### src/rtl/urv_dm_wb_master.sv
// urv_dm_wb_master: bridges the CPU data-memory port to a pipelined Wishbone B4 master
//   clk_i, rst_i                  clock, synchronous active-high reset
//   dm_addr_i/data_s_i/select_i   CPU request address, store data, byte lanes
//   dm_store_i, dm_load_i         CPU requests (store wins when both are set)
//   dm_ready_o                    request accepted this cycle when high
//   dm_data_l_o, dm_*_done_o      load data and one-cycle completion pulses
//   bus_err_o                     sticky error/timeout flag
//   wb_*                          pipelined Wishbone master port
module urv_dm_wb_master #(
  parameter int unsigned g_timeout  = 255,
  parameter logic [31:0] g_err_data = 32'h0000_0000
) (
  input  logic        clk_i,
  input  logic        rst_i,
  input  logic [31:0] dm_addr_i,
  input  logic [31:0] dm_data_s_i,
  input  logic [3:0]  dm_data_select_i,
  input  logic        dm_store_i,
  input  logic        dm_load_i,
  output logic        dm_ready_o,
  output logic [31:0] dm_data_l_o,
  output logic        dm_load_done_o,
  output logic        dm_store_done_o,
  output logic        bus_err_o,
  output logic [31:0] wb_adr_o,
  output logic [31:0] wb_dat_o,
  output logic [3:0]  wb_sel_o,
  output logic        wb_we_o,
  output logic        wb_cyc_o,
  output logic        wb_stb_o,
  input  logic [31:0] wb_dat_i,
  input  logic        wb_ack_i,
  input  logic        wb_err_i,
  input  logic        wb_stall_i
);
  typedef enum logic [1:0] {IDLE, STROBE, WAIT_ACK} state_t;
  // the counter holds the number of completed bus cycles, so the last allowed one is g_timeout-1
  localparam logic [15:0] CNT_LAST = 16'(g_timeout - 1);
  state_t state, state_n;
  logic [15:0] cnt;
  logic accept, fin, bad;
  assign dm_ready_o = state == IDLE;
  assign wb_cyc_o   = state != IDLE;
  assign wb_stb_o   = state == STROBE;
  always_ff @(posedge clk_i) state <= rst_i ? IDLE : state_n;
  always_comb begin
    state_n = state;
    accept  = 1'b0;
    fin     = 1'b0;
    bad     = 1'b0;
    case (state)
      IDLE: begin
        accept  = dm_load_i | dm_store_i;
        state_n = accept ? STROBE : IDLE;
      end
      STROBE, WAIT_ACK: begin
        // a real response beats a simultaneous timeout; ERR beats ACK
        fin     = wb_ack_i | wb_err_i | (cnt == CNT_LAST);
        bad     = wb_err_i | ~wb_ack_i;
        state_n = fin ? IDLE : (state == STROBE && !wb_stall_i) ? WAIT_ACK : state;
      end
      default: state_n = IDLE;
    endcase
  end
  always_ff @(posedge clk_i) begin
    if (rst_i) begin
      cnt             <= '0;
      wb_adr_o        <= '0;
      wb_dat_o        <= '0;
      wb_sel_o        <= '0;
      wb_we_o         <= 1'b0;
      dm_data_l_o     <= '0;
      dm_load_done_o  <= 1'b0;
      dm_store_done_o <= 1'b0;
      bus_err_o       <= 1'b0;
    end else begin
      dm_load_done_o  <= fin & ~wb_we_o;
      dm_store_done_o <= fin & wb_we_o;
      bus_err_o       <= bus_err_o | (fin & bad);
      cnt             <= accept ? '0 : (state != IDLE) ? cnt + 16'd1 : cnt;
      if (accept) begin
        wb_adr_o <= dm_addr_i & ~32'h3;
        wb_dat_o <= dm_data_s_i;
        wb_sel_o <= dm_data_select_i;
        wb_we_o  <= dm_store_i;
      end
      if (fin && !wb_we_o) dm_data_l_o <= bad ? g_err_data : wb_dat_i;
    end
  end
endmodule

### config.mk
export PLATFORM = sky130hd
export DESIGN_NAME = urv_dm_wb_master
export DESIGN_NICKNAME = d
export VERILOG_FILES = /design/src/rtl/urv_dm_wb_master.sv
export SDC_FILE = /design/constraint.sdc
export NUM_CORES = 1
export LEC_CHECK = 0
export CORE_MARGIN = 8
export CORE_UTILIZATION = 29
export CTS_BUF_LIST = sky130_fd_sc_hd__clkbuf_8 sky130_fd_sc_hd__clkbuf_16
export DETAILED_ROUTE_END_ITERATION = 10
export GPL_ROUTABILITY_DRIVEN = 0
export PLACE_DENSITY = 0.62
export SKIP_CTS_REPAIR_TIMING = 1
export SLEW_MARGIN = 30
export SYNTH_ARGS = -nofsm -noshare
export SYNTH_HDL_FRONTEND = slang
export SYNTH_SLANG_ARGS = --single-unit
### constraint.sdc
create_clock -name clk_i -period 1.5 [get_ports clk_i]
set_input_delay 0.3 -clock clk_i [delete_from_list [all_inputs] [get_ports clk_i]]
set_output_delay 0.3 -clock clk_i [all_outputs]
set_load 0.01 [all_outputs]
==> key figures, run 1 <==
Finish
  – Commonest non-fill, non-tap cell in the layout: nand2_1
  – Final Util: 56.4%
  – Layout cells sized above 1: 23.6%
  – # nets final: 913
  – Sequential cell area: 0.00241 mm^2
  – Layout overhead on the synthesized area: 91.1%
  – Most frequent cells in the layout: nand2_1, dfxtp_1, clkdlybuf4s50_1, dlymetal6s2s_1, a21oi_1
  – Area of the multi-input gates: 0.00248 mm^2
  – Diode count: 0
  – FILL cells: 1334

Die
  – Die footprint: 0.0204 mm^2
  – Chip height: 143 um
  – Row cnt: 46
  – Die Wd: 143 um
  – I/O Pins: 214
  – Core Area: 0.0158 mm^2
  – Initial Util: 29.5%

Clock network
  – CTS clk-pin slew, worst paths: 0.06 ns
  – Clk sinks: 120
  – CTS buffer count: 17
  – Clock Tree Buf Depth: 2
  – CTS tree: built
  – Skew-Pair Late Insertion Delay: 0.41 ns
  – Clk Tree Root Cell: clkbuf_16
  – H-tree Lvls: 4

Global route
  – Congestion Overflow GR: 0
  – First-pass GRT wire length: 23900 um
  – Largest net degree at the start of global routing: 48
  – Gr usage total: 14.8%
  – Initial antenna violation count: 0
  – Vias in the first global route: 4642

Timing
  – Slew margin rel.: 60.7%
  – Final Skew: 0.00880 ns
  – Fin worst setup slack: -0.128 ns
  – TNS Setup: -5.41 ns
  – Final setup viols: 96
  – Slew @ Worst Pin: 0.589 ns
  – Max Clk Rate: 0.614 GHz
  – Period minus WS final: 1.63 ns
  – Slew Viols, Final: 0
  – Hold WS: 0.136 ns
  – Final-report hold violation count: 0
  – RSZ-0062 raised after global routing: true
  – Tcrit/Tclk final: 109%

Detailed routing
  – Routed WL: 18200 um
  – Initial DRC count: 233
  – DRT antenna net count: 0
  – Number of remaining DRC errors: 0
  – Vias: 5027
  – Pre-antenna DRT Iters: 4
  – Wire length per cell: 17.7 um
  – Via density per instance: 4.88

Logic synthesis
  – Yosys warnings: 0
  – Register bit count reported by yosys: 120
  – Ys flop type: dfxtp_1
  – Register area share after synthesis: 51.4%
  – Synth cell types: 40
  – Synthesized cell area: 0.00467 mm^2
  – EDFF count, synth: 0
  – FFs w/ async S/R, synth: 0%
  – Synth Area per Inst: 8.31 um^2
  – Synth Instances: 562

Setup path
  – Slowest-stage cell, CP: dfxtp_2
  – Reg-to-reg slack, setup: -0.13 ns
  – CP dominant cell by count: buf_12
  – Crit-path max cell delay: 0.32 ns
  – Worst path cell trace: inv_2 -> ha_4 -> inv_1 -> buf_4 -> nor2_4 -> buf_12 -> buf_12 -> buf_12 -> nand2_1 -> a21oi_1
  – Crit path launch type: flip-flop
  – Worst setup path end: wb_dat_o[6]
  – R2r startpoint: state[1]
  – R2R cell count: 10
  – Critical path required time: 1.83 ns
  – Setup CP Type: flip-flop to flip-flop
  – CP Launch Point: state[1]
  – Worst r2r dst: wb_dat_o[6]
  – Element type at the critical path end: flip-flop
  – Critical path arrival: 1.96 ns
  – Worst-path fanout max: 7

Worst hold path
  – Min-delay worst type: input port to flip-flop
  – Hold Startpoint: rst_i

Power
  – Power Dens Cells: 1050 mW/mm^2
  – Peak VDD IR: 0.690 mV
  – Power, Total: 9.33 mW
  – Leakage: 4.87 nW

Placement
  – IO Port Bufs: 209
  – Dpl ws: -0.164 ns
  – DP HPWL: 11300 um

Run status
  – Outcome: finished with violations
  – Failing checks: setup timing

Run
  – Total of max-cap violations: 0
[per-stage QoR]
| step | cells | area, um^2 |
|---|---|---|
| detailed placement | 972 | 7210 |
| global placement | 972 | 7210 |
| finish | 1030 | 8930 |
| global route | 1030 | 8930 |
| floorplan | 563 | 4700 |
| CTS | 1004 | 7820 |
[worst max-delay path, delay by kind of cell (launching register included)]
kind                     cells  cell delay (ns)
flip-flops                   1             0.32
buffers and inverters        6             0.67
AO/OA/AOI/OAI                1             0.14
adder cells (fa/ha/maj)      1             0.19
AND/OR/NAND/NOR              2             0.23
[report_power, final]
group,internal (mW),switching (mW),leakage [nW]
clock,2.62,1.50,0.289
combinational,0.949,0.834,3.60
sequential,3.36,0.0817,0.984
total,6.92,2.41,4.87
[cell type report]
type,count,share of cell area (%)
Clock buffer,21,5.38
Inverter,7,0.294
Multi-Input combinational cell,388,27.7
Tap cell,216,3.03
Sequential cell,120,27.0
Clock inverter,11,1.36
Timing Repair Buffer,267,35.2
[cells by family (layout without fill, tap and decap cells)]
family	count (synthesis)	in the layout	share of synthesized area [%]
AOI/OAI and AO/OA	181	181	22.2
xor gates and xnor gates	9	9	1.69
adders and majority gates	5	5	1.34
buffers and inverters	55	306	4.98
DFF	120	120	51.4
other	1	2	0.0803
and+or+nand+nor	191	191	18.3
[cells in the mapped netlist (2+ instances only)]
cell / instances / area (um^2)
a211oi_1: 32 / 240
a21oi_1: 108 / 541
a31oi_1: 32 / 200
and2_1: 2 / 12.5
buf_2: 9 / 45.0
buf_4: 2 / 15.0
clkbuf_1: 35 / 131
dfxtp_1: 120 / 2400
ha_1: 5 / 62.6
inv_1: 7 / 26.3
nand2_1: 140 / 526
nand2b_1: 4 / 25.0
nand3_1: 4 / 20.0
nor2_1: 15 / 56.3
nor2b_1: 3 / 18.8
nor3_1: 4 / 20.0
nor3b_1: 2 / 15.0
o21ai_0: 5 / 25.0
or3_1: 5 / 31.3
xnor2_1: 4 / 35.0
xor2_1: 5 / 43.8
[registers in the layout, summed over array words and instances (netlist names), 2 cells and up]
| name | cells |
|---|---|
| dm_data_l_o | 32 |
| wb_dat_o | 32 |
| wb_adr_o | 30 |
| cnt | 16 |
| wb_sel_o | 4 |
| state | 2 |
[layer usage]
layer  wire, um  up-vias  global-route usage (%)
li1           -     2431                       -
met1       7460     2409                    16.1
met2       9030      161                    24.3
met3       1370       26                    6.61
met4        387        0                    6.66
met5          0        -                       0
[worst min path at each step]
stage / depth (start not counted) / end / slack (ns)
6_report: 2 / bus_err_o / 0.14
2_1_floorplan: 2 / wb_adr_o[10] / 0.44
5_1_grt: 2 / bus_err_o / 0.13
3_5_place_dp: 2 / wb_dat_o[3] / 0.45
3_3_place_gp: 2 / wb_adr_o[15] / 0.44
4_1_cts: 2 / bus_err_o / 0.12
Note: power is estimated with default switching activity, not from simulation.
==> inputs of run 2 (changes only) <==
--- a/config.mk
+++ b/config.mk
@@ -11,6 +11,7 @@
 export DETAILED_ROUTE_END_ITERATION = 10
 export GPL_ROUTABILITY_DRIVEN = 0
 export PLACE_DENSITY = 0.62
+export REMOVE_ABC_BUFFERS = 1
 export SKIP_CTS_REPAIR_TIMING = 1
 export SLEW_MARGIN = 30
 export SYNTH_ARGS = -nofsm -noshare
==> run 2 against run 1 <==
  * The run still ends with setup timing left
  * Non-clock buffer count decreased by 6
  * Fmax grew 2.2%
  * Via count shrank 0.40%
  * Sequential cell count is the same
  * First-iteration DRC count down 13%
  * Die area did not move
  * Combinational power fell by 13%
  * Power fell by 6.0%
  * Final cell count is 0.58% lower
  * Critical path type is now flip-flop to output port
  * Highest routed layer unchanged
==> key figures, run 2 (synthesis results as in run 1) <==
Timing
  – Final setup viols: 12
  – Final Skew: 0.0102 ns
  – TNS Setup: -0.315 ns
  – Fin worst setup slack: -0.0928 ns
  – Slew Viols, Final: 0
  – Period minus WS final: 1.59 ns
  – Tcrit/Tclk final: 106%
  – Hold WS: 0.244 ns
  – RSZ-0062 raised after global routing: true
  – Max Clk Rate: 0.628 GHz
  – Slew margin rel.: 65.8%
  – Slew @ Worst Pin: 0.512 ns
  – Final-report hold violation count: 0

Die
  – Row cnt: 46
  – Initial Util: 29.5%
  – Die footprint: 0.0204 mm^2
  – Core Area: 0.0158 mm^2
  – Chip height: 143 um
  – Die Wd: 143 um
  – I/O Pins: 214

Finish
  – Commonest non-fill, non-tap cell in the layout: nand2_1
  – Final Util: 53.9%
  – Most frequent cells in the layout: nand2_1, dfxtp_1, a21oi_1, clkdlybuf4s50_1, dlymetal6s2s_1
  – Final Cell Area: 0.00853 mm^2
  – Layout cells sized above 1: 17.9%
  – Diode count: 0
  – # nets final: 907
  – Top flop regs: dm_data_l_o x32, wb_dat_o x32, wb_adr_o x30
  – Layout overhead on the synthesized area: 82.6%

Detailed routing
  – Wire length per cell: 16.9 um
  – Via density per instance: 4.89
  – Number of remaining DRC errors: 0
  – Pre-antenna DRT Iters: 7
  – Vias: 5007
  – Routed WL: 17300 um
  – DRT antenna net count: 0
  – Initial DRC count: 202

Power
  – Peak VDD IR: 0.678 mV
  – Power Dens Cells: 1030 mW/mm^2
  – Leakage: 4.77 nW

Clock network
  – CTS buffer count: 17
  – CTS clk-pin slew, worst paths: 0.06 ns
  – CTS tree: built
  – Clk sinks: 120
  – Clk Tree Root Cell: clkbuf_16
  – Skew-Pair Late Insertion Delay: 0.41 ns
  – Clock Tree Buf Depth: 2
  – H-tree Lvls: 4

Setup path
  – R2r startpoint: state[1]
  – Element type at the critical path end: output port
  – R2R cell count: 6
  – Reg-to-reg slack, setup: -0.08 ns
  – Worst-path fanout max: 2
  – Setup CP Type: flip-flop to output port
  – Crit path launch type: flip-flop
  – Worst r2r dst: cnt[15]
  – Critical path required time: 1.20 ns
  – Critical path arrival: 1.29 ns

Placement
  – Placed cell areas: 0.00722 mm^2
  – DP HPWL: 11300 um
  – IO Port Bufs: 209

Worst hold path
  – Hold Path Depth: 2
  – Hold Startpoint: rst_i
  – Hold endpoint: dm_data_l_o[22]
  – Min-delay worst type: input port to flip-flop

Global route
  – Initial antenna violation count: 0
  – Congestion Overflow GR: 0
  – Largest net degree at the start of global routing: 69
  – Gr usage total: 14.9%
  – First-pass GRT wire length: 24500 um
  – Vias in the first global route: 4863

Run status
  – Failing checks: setup timing
  – Outcome: finished with violations

Run
  – Total of max-cap violations: 0
==> run 2: changes by cell type in the layout (fill, tap and decap cells not counted), moves of 3 or more <==
cell	previous run	this run
a21oi_2	37	5
buf_6	3	6
a211oi_1	2	13
a31oi_1	32	28
a31oi_2	0	4
buf_12	12	7
buf_8	4	0
clkinv_2	2	5
buf_4	32	36
clkbuf_16	27	22
a211oi_2	29	19
a21oi_1	71	103
==> run 2: metrics by stage <==
| stage | setup WS [ns] | cells | total power, mW |
|---|---|---|---|
| floorplan | -2.17 | 515 | 4.00 |
| global placement | -0.209 | 976 | 4.88 |
| detailed placement | -0.261 | 976 | 4.92 |
| CTS | -0.626 | 1008 | 8.75 |
| global route | -0.174 | 1024 | 9.16 |
| finish | -0.0928 | 1024 | 8.77 |
==> run 2: worst max path at each step <==
stage | startpoint | to | slack, ns | cells past startpoint
after floorplan | dm_store_i | cnt[11] | -2.17 | 3
after global placement | state[0] | cnt[15] | -0.21 | 6
after detailed placement | cnt[0] | dm_data_l_o[24] | -0.26 | 7
after CTS | state[1] | wb_cyc_o | -0.63 | 4
after global routing | state[1] | cnt[15] | -0.17 | 6
final | state[1] | wb_stb_o | -0.09 | 5
==> run 2: layer usage <==
layer	vias to the layer above	GRT usage [%]	share of wire, %
met5	-	0	0
li1	2411	-	-
met2	237	23.9	47
met3	36	5.88	8.5
met1	2323	17.5	42
met4	0	5.70	2.3
==> run 2: area by class of cell <==
type,instances,area [um^2]
Clock inverter,13,106
Clock buffer,19,453
Inverter,7,26.3
Multi-Input combinational cell,388,2340
Fill cell,1410,7290
Timing Repair Buffer,261,2930
Tap cell,216,270
Sequential cell,120,2410
==> run 2: power breakdown <==
part           total (mW)  switching [mW]  leakage, nW  internal (mW)
logic                1.55           0.744         3.51          0.802
registers            3.43          0.0774        0.983           3.36
clock network        3.79            1.45        0.272           2.34
total                8.77            2.27         4.77           6.50
==> run 2: worst max-delay path, stage by stage, from the launching register on <==
cell and delay [ns]:
dfxtp_2 0.33, inv_2 0.05, buf_4 0.13, buf_6 0.11, ha_4 0.16, buf_6 0.11
